File: config.mk
export PLATFORM = sky130hd
export DESIGN_NAME = pc_sequencer
export DESIGN_NICKNAME = d
export VERILOG_FILES = /design/src/rtl/pc_sequencer.sv
export SDC_FILE = /design/constraint.sdc
export NUM_CORES = 1
export LEC_CHECK = 0
export ABC_AREA = 1
export ABC_CLOCK_PERIOD_IN_PS = 4600
export BUFFER_PORTS_ARGS = -buffer_cell sky130_fd_sc_hd__buf_4
export CELL_PAD_IN_SITES_DETAIL_PLACEMENT = 1
export CELL_PAD_IN_SITES_GLOBAL_PLACEMENT = 2
export CORE_UTILIZATION = 28
export DETAILED_ROUTE_END_ITERATION = 10
export GPL_TIMING_DRIVEN = 0
export PLACE_DENSITY = 0.89
export REMOVE_ABC_BUFFERS = 1
export SLEW_MARGIN = 30
export SYNTH_ARGS = -nofsm -noshare
export SYNTH_HDL_FRONTEND = slang
export SYNTH_SLANG_ARGS = --single-unit
File: constraint.sdc
create_clock -name clk -period 4.6 [get_ports clk]
set_clock_uncertainty 0.15 [all_clocks]
set_input_delay 0.23 -clock clk [delete_from_list [all_inputs] [get_ports clk]]
set_output_delay 0.23 -clock clk [all_outputs]
set_load 0.02 [all_outputs]
File: src/rtl/pc_sequencer.sv
// pc_sequencer: instruction-fetch PC controller for a 5-stage MIPS pipeline.
// Owns the PC register and selects between PC+4, jump, jr and branch targets.
// Handles hazard stalls, queues redirects that arrive during a stall, and
// issues flush pulses to IF/ID and ID/EX.
// Optional build macro DELAY_SLOT_EN: when defined, the branch delay slot is
// honoured (jump/jr do not flush IF/ID; branch flushes ID/EX only).
module pc_sequencer #(
  parameter logic [31:0] RESET_PC = 32'h0000_0000,
  parameter int unsigned PC_W     = 32
) (
  input  logic            clk,
  input  logic            rst_n,
  input  logic            inStall,
  input  logic            inBranchTaken,
  input  logic [PC_W-1:0] inBranchTarget,
  input  logic            inJump,
  input  logic [PC_W-1:0] inJumpTarget,
  input  logic            inJr,
  input  logic [PC_W-1:0] inJrTarget,
  output logic [PC_W-1:0] outPc,
  output logic [PC_W-1:0] outPostPc,
  output logic            outFetchValid,
  output logic            outFlushIF,
  output logic            outFlushID,
  output logic            outMisalign
);

  typedef enum logic [1:0] {BOOT, RUN, HOLD, PEND} state_t;
  // Encoded so that a numerically larger source has higher priority.
  typedef enum logic [1:0] {SRC_NONE, SRC_JUMP, SRC_JR, SRC_BR} src_t;

  state_t          state, state_next;
  logic [PC_W-1:0] pc, pc_next;
  logic [PC_W-1:0] pend_pc, pend_pc_next;
  src_t            pend_src, pend_src_next;
  logic            misalign;

  src_t            win_src;
  logic [PC_W-1:0] win_raw;
  logic [PC_W-1:0] win_pc;
  logic            accept;

  // Pick the highest-priority redirect currently requested.
  always_comb begin
    win_src = SRC_NONE;
    win_raw = '0;
    if (inBranchTaken) begin
      win_src = SRC_BR;
      win_raw = inBranchTarget;
    end else if (inJr) begin
      win_src = SRC_JR;
      win_raw = inJrTarget;
    end else if (inJump) begin
      win_src = SRC_JUMP;
      win_raw = inJumpTarget;
    end
    win_pc = {win_raw[PC_W-1:2], 2'b00};
  end

  // State, PC, pending target and sticky misalign registers.
  always_ff @(posedge clk or negedge rst_n) begin
    if (!rst_n) begin
      state    <= BOOT;
      pc       <= RESET_PC[PC_W-1:0];
      pend_pc  <= '0;
      pend_src <= SRC_NONE;
      misalign <= 1'b0;
    end else begin
      state    <= state_next;
      pc       <= pc_next;
      pend_pc  <= pend_pc_next;
      pend_src <= pend_src_next;
      if (accept && (win_raw[1:0] != 2'b00)) misalign <= 1'b1;
    end
  end

  // Next-state, next-PC and pending-register selection.
  always_comb begin
    state_next    = state;
    pc_next       = pc;
    pend_pc_next  = pend_pc;
    pend_src_next = pend_src;
    accept        = 1'b0;
    case (state)
      BOOT: state_next = RUN;
      // HOLD with the stall released behaves exactly like RUN.
      RUN, HOLD: begin
        if (inStall) begin
          if (win_src != SRC_NONE) begin
            accept        = 1'b1;
            pend_pc_next  = win_pc;
            pend_src_next = win_src;
            state_next    = PEND;
          end else begin
            state_next = HOLD;
          end
        end else begin
          state_next = RUN;
          if (win_src != SRC_NONE) begin
            accept  = 1'b1;
            pc_next = win_pc;
          end else begin
            pc_next = pc + 32'd4;
          end
        end
      end
      // An equal-or-higher priority redirect supersedes the queued one; if the
      // stall drops in the same cycle it loads directly instead of being queued.
      PEND: begin
        if ((win_src != SRC_NONE) && (win_src >= pend_src)) begin
          accept = 1'b1;
          if (inStall) begin
            pend_pc_next  = win_pc;
            pend_src_next = win_src;
          end else begin
            pc_next       = win_pc;
            pend_pc_next  = '0;
            pend_src_next = SRC_NONE;
            state_next    = RUN;
          end
        end else if (!inStall) begin
          pc_next       = pend_pc;
          pend_pc_next  = '0;
          pend_src_next = SRC_NONE;
          state_next    = RUN;
        end
      end
      default: state_next = BOOT;
    endcase
  end

  // Fetch-valid and flush pulses for the accepted redirect.
  always_comb begin
    outFetchValid = (state != BOOT);
    outFlushIF    = 1'b0;
    outFlushID    = 1'b0;
    if (accept) begin
`ifdef DELAY_SLOT_EN
      outFlushID = (win_src == SRC_BR);
`else
      outFlushIF = 1'b1;
      outFlushID = (win_src == SRC_BR);
`endif
    end
  end

  assign outPc       = pc;
  assign outPostPc   = pc + 32'd4;
  assign outMisalign = misalign;

endmodule

# After elaboration in Yosys (flattened, before gate mapping)

Index checks and enable logic that the tools add are counted.

Flip-flop bits (word level): 69
Input port bits: 102
Output and inout bits: 68

Add/subtract/negate cells: 1
Magnitude comparators: 1
Eq/ne operators: 9
Multiplexer cells: 33
Reductions and logical operators: 10

Operator list:

| cell                    | count |
|---|---|
| $mux W32                | 13 |
| $pmux W32 S2            | 2 |
| $add A32 B3 Y32 const B | 1 |
| $mux W2                 | 9 |
| $ne A2 B2 Y1 const B    | 4 |
| $reduce_bool A2 Y1      | 4 |
| $eq A2 B2 Y1 const B    | 3 |
| $mux W1                 | 6 |
| $pmux W2 S3             | 1 |
| $pmux W2 S2             | 1 |
| $reduce_and A4 Y1       | 1 |
| $ne A3 B3 Y1 const B    | 1 |
| $reduce_and A3 Y1       | 1 |
| $eq A2 B1 Y1 const B    | 1 |
| $ge A2 B2 Y1            | 1 |
| $logic_and A1 B1 Y1     | 2 |
| $logic_not A2 Y1        | 1 |
| $pmux W1 S2             | 1 |
| $reduce_or A2 Y1        | 1 |

# Depth between registers and ports, before layout

Depth after elaboration: 8
Mapped depth: 13
Gate-level depth less buffers: 12

# Worst setup path before layout

Ideal clock, no wire load.

Kind: reg2reg
Start point: reg pc[3], in the netlist outPc[3]
End point: reg pc[14], in the netlist outPc[14]
Arrival: 1.865 ns
Required time: 4.384 ns
Path slack: 2.519 ns
Cell stages (with the launch flop): 11
Clock period less this slack: 2.081 ns
Cell sequence: dfrtp_1 -> ha_1 -> nand2_1 -> nor2_2 -> nand2_1 -> nor2_2 -> xor2_1 -> nand2_1 -> nand2_1 -> nand3_1 -> nand2_1

Longest elaborated chain between the ends: 4

Ends and longest elaborated chain:

| element                | RTL line | source |
|---|---|---|
| start, declared        | 33       | `logic [PC_W-1:0] pc, pc_next;` |
| start signal, assigned | 64       | `pc <= RESET_PC[PC_W-1:0];` |
| start signal, assigned | 70       | `pc <= pc_next;` |
| $add A32 B3 Y32        | --       |  |
| via outPostPc[14]      | 21       | `output logic [PC_W-1:0] outPostPc,` |
| $mux W32               | 99       | `if (win_src != SRC_NONE) begin` |
| $mux W32               | 88       | `if (inStall) begin` |
| $pmux W32 S2           | 84       | `case (state)` |

The timed path passes the listed nets, and every way through them passes these cells. The select of a mux whose other input is x is not followed.
A chain may end at the register's enable or synchronous reset.

# Worst setup path after layout

Start point: in inBranchTaken
End point: reg pend_pc[17]

Longest elaborated chain between the ends: 5

Ends and longest elaborated chain:

| element                                                            | RTL line | source |
|---|---|---|
| start, declared                                                    | 14       | `input logic inBranchTaken,` |
| $mux W2                                                            | 47       | `if (inBranchTaken) begin` |
| $ge A2 B2 Y1 or $reduce_bool A2 Y1 (tied branches)                 | 110, 89  |  |
| $logic_and A1 B1 Y1                                                | 110      | `if ((win_src != SRC_NONE) && (win_src >= pend_src)) begin` |
| $ne A3 B3 Y1 (no source line) or $mux W32 (tied branches)          | --       |  |
| $reduce_and A4 Y1 (no source line) or $pmux W32 S2 (tied branches) | --       |  |
| end signal, assigned                                               | 71       | `pend_pc <= pend_pc_next;` |
| end, declared                                                      | 34       | `logic [PC_W-1:0] pend_pc, pend_pc_next;` |

Parallel ways exist; a longest one is shown, timed or not. The select of a mux whose other input is x is not followed.

==> flow_metrics.tcl <==
set metrics [dict create \
    post_cts_resized 0 \
    numCtsBuffers 9 \
    n_antenna_cell 0 \
    wl_per_cell_um 15.80 \
    min_period_ns 3.504 \
    cts_buffer_depth 2 \
    fin_setup_tns_ns 0 \
    worst_pin_slew_ns 0.9225 \
    syn_area_um2 5221 \
    areaGrowthSynthToFinish_pct 32.14 \
    layout-drive-gt1-share 0.2059 \
    p_per_area_nw_per_um2 641.4 \
    synthArstFlopShare 1.000 \
    path_max_fanout 50 \
    p_leak_nw 3.425 \
    cts_tree "built" \
    grt_max_degree 66 \
    synth_top_area_share 0.3115 \
    post_cts_buffers 0 \
    numPortBuffers 165 \
    drc 19 \
    ios 170 \
    cts.sinks 65 \
    first_iter_violations 211 \
    critical_path_class "input port to flop" \
    avgSynthCellArea_um2 6.107 \
    clock.fmax_mhz 285.4 \
    violations "DRC" \
    syn_inst 855 \
    vias 5849 \
    place_hpwl_um 13650 \
    die_area_um2 19200 \
    die_h_um 138.6 \
    synth_edf_count 0 \
    grt_pass1_wl_um 31750 \
    core-area_um2 18150 \
    hold_class "input port to flop" \
    start_kind "input port" \
    total_power_mw 4.425 \
    setup_viol 0 \
    yosys_most_used_dff "dfrtp_1" \
    fin_util 0.3802 \
    wirelength_um 19280 \
    rsz0062_at_grt "false" \
    gp_congestion 0.8174 \
    post-route-period-util 0.7617 \
    grt_usage 0.2082 \
    drv_slew 0 \
    maxCapViolations 0 \
    antenna_found_initial 0 \
    die_w_um 138.6 \
    finalNetCount 1093 \
    grt_pass1_vias 5925 \
    clkSlewWorstSetupHoldPaths_ns 0.06 \
    min-delay-start "inStall" \
    firstDrtPassIters 7 \
    ys_seq_area_frac 0.3115 \
    ys_seq_elements 65 \
    status "finished with violations" \
    htree_levels 3 \
    finalHoldViolations 0 \
    crit_start "inBranchTaken" \
    slew_headroom 0.3835 \
    synth_top_cell_by_area "dfrtp_1" \
    via_per_inst 4.794 \
    overflow 0 \
    crit_arrival_ns 3.57 \
    synthTopCellsByArea "dfrtp_1, nand2_1, nand3_1" \
    synth_most_common_cell "nand2_1" \
    worstPathRequired_ns 4.67 \
    yosys-top-cells-count "nand2_1, nand3_1, nor2_1" \
    critPathCaptureType "flop" \
    clk_latency_ns 0.34 \
    rows 49 \
    r2r_start "pend_src[1]" \
    yosysWarnings 0 \
    max-vdd-ir-drop_v 0.0002708 \
    antenna_left 0 \
    synth_cell_types 32 \
    initial_core_util 0.2877 \
    cts_hold_buf 1 \
    cts-root-buf "clkbuf_16" \
    hold_ws_ns 0.06059 \
]
-- cell type report --
class / count / area (µm²)
fill: 2391 / 11250
multi-input combinational: 672 / 3087
sequential: 65 / 1627
timing repair buffer: 170 / 1330
tap: 229 / 286.5
inverter: 68 / 257.7
clock buffer: 10 / 229.0
clock inverter: 6 / 82.58
-- critical path, stage by stage --
cell and delay, ns:
buf_4 0.19, clkinv_2 0.53, nand2_2 0.19, nor2_4 0.74
inv_2 0.49, nand2_4 0.49, a21boi_4 0.23, buf_8 0.23
nand3b_1 0.09, o21ai_0 0.11
-- path summary, 6_finish.rpt --
kind                                    end  slack, ns  cells past startpoint
min in group asynchronous       pend_pc[23]       0.34                      2
worst min-delay path               state[1]       0.06                      3
worst max-delay path            pend_pc[17]       1.10                     10
max in group asynchronous       pend_pc[15]       3.51                      2
worst min register to register  outMisalign       0.32                      2
worst max register to register   pend_pc[9]       1.82                      9
-- report_power, final --
part           total, mW  internal (mW)  switching, mW
registers           1.12          0.837          0.286
clock network      0.759          0.472          0.287
logic               2.54          0.934           1.61
-- cells by family (layout without fill, tap and decap cells) --
kind of cell             Yosys count  after routing  share of synthesized area
flip-flops                        65             65                     0.3115
AND/OR/NAND/NOR                  536            536                     0.4325
adder cells (fa/ha/maj)            5              5                    0.01198
AO/OA/AOI/OAI                    115            115                     0.1193
other                              1              4                  0.0007182
XOR/XNOR                          12             12                    0.02013
buffers and inverters            121            254                     0.1038
-- state kept, by name, indices dropped and copies added (netlist names) --
signal,cells
outMisalign,1
outPc,30
state,2
pend_pc,30
pend_src,2
-- layout by cell type (no fill, tap or decap) --
cell type / instances
conb_1: 4
a21oi_1: 48
nand3_1: 98
nand2_2: 5
buf_16: 1
nor3_1: 2
nor2_4: 3
a22oi_1: 1
clkbuf_1: 1
nand2_1: 317
buf_6: 1
inv_1: 64
buf_12: 1
nand3b_1: 17
nand2_4: 2
bufinv_16: 2
o31ai_1: 1
o21ai_1: 30
a21boi_4: 1
ha_4: 1
clkinv_2: 5
o21ai_0: 15
o21bai_1: 1
dfrtp_1: 65
clkinvlp_4: 1
dlygate4sd3_1: 1
buf_8: 2
xnor2_1: 5
xor2_1: 7
nor2_2: 4
nor2_1: 85
clkbuf_16: 9
ha_1: 4
and2_1: 3
inv_2: 2
a211oi_1: 3
o22ai_1: 15
buf_4: 164
-- layer usage --
| metal | wire length, µm | vias up | GRT usage | part of all wire |
|---|---|---|---|---|
| met5 | 0 | - | 0 | 0 |
| met3 | 707 | 13 | 0.03177 | 0.037 |
| li1 | - | 2984 | - | - |
| met4 | 185 | 0 | 0.05086 | 0.0096 |
| met2 | 9314 | 102 | 0.3615 | 0.48 |
| met1 | 9069 | 2750 | 0.2699 | 0.47 |
-- stage by stage --
| stage | instances | setup WS [ns] | instance area (µm²) |
|---|---|---|---|
| 4_1_cts | 1220 | 0.8376 | 6894 |
| 6_report | 1220 | 1.096 | 6899 |
| 3_3_place_gp | 1199 | -1.708 | 6472 |
| 3_5_place_dp | 1203 | 0.4713 | 6573 |
| 2_1_floorplan | 805 | 0.7066 | 4947 |
| 5_1_grt | 1220 | 0.7146 | 6899 |
Power figures use the tool's default switching activity.
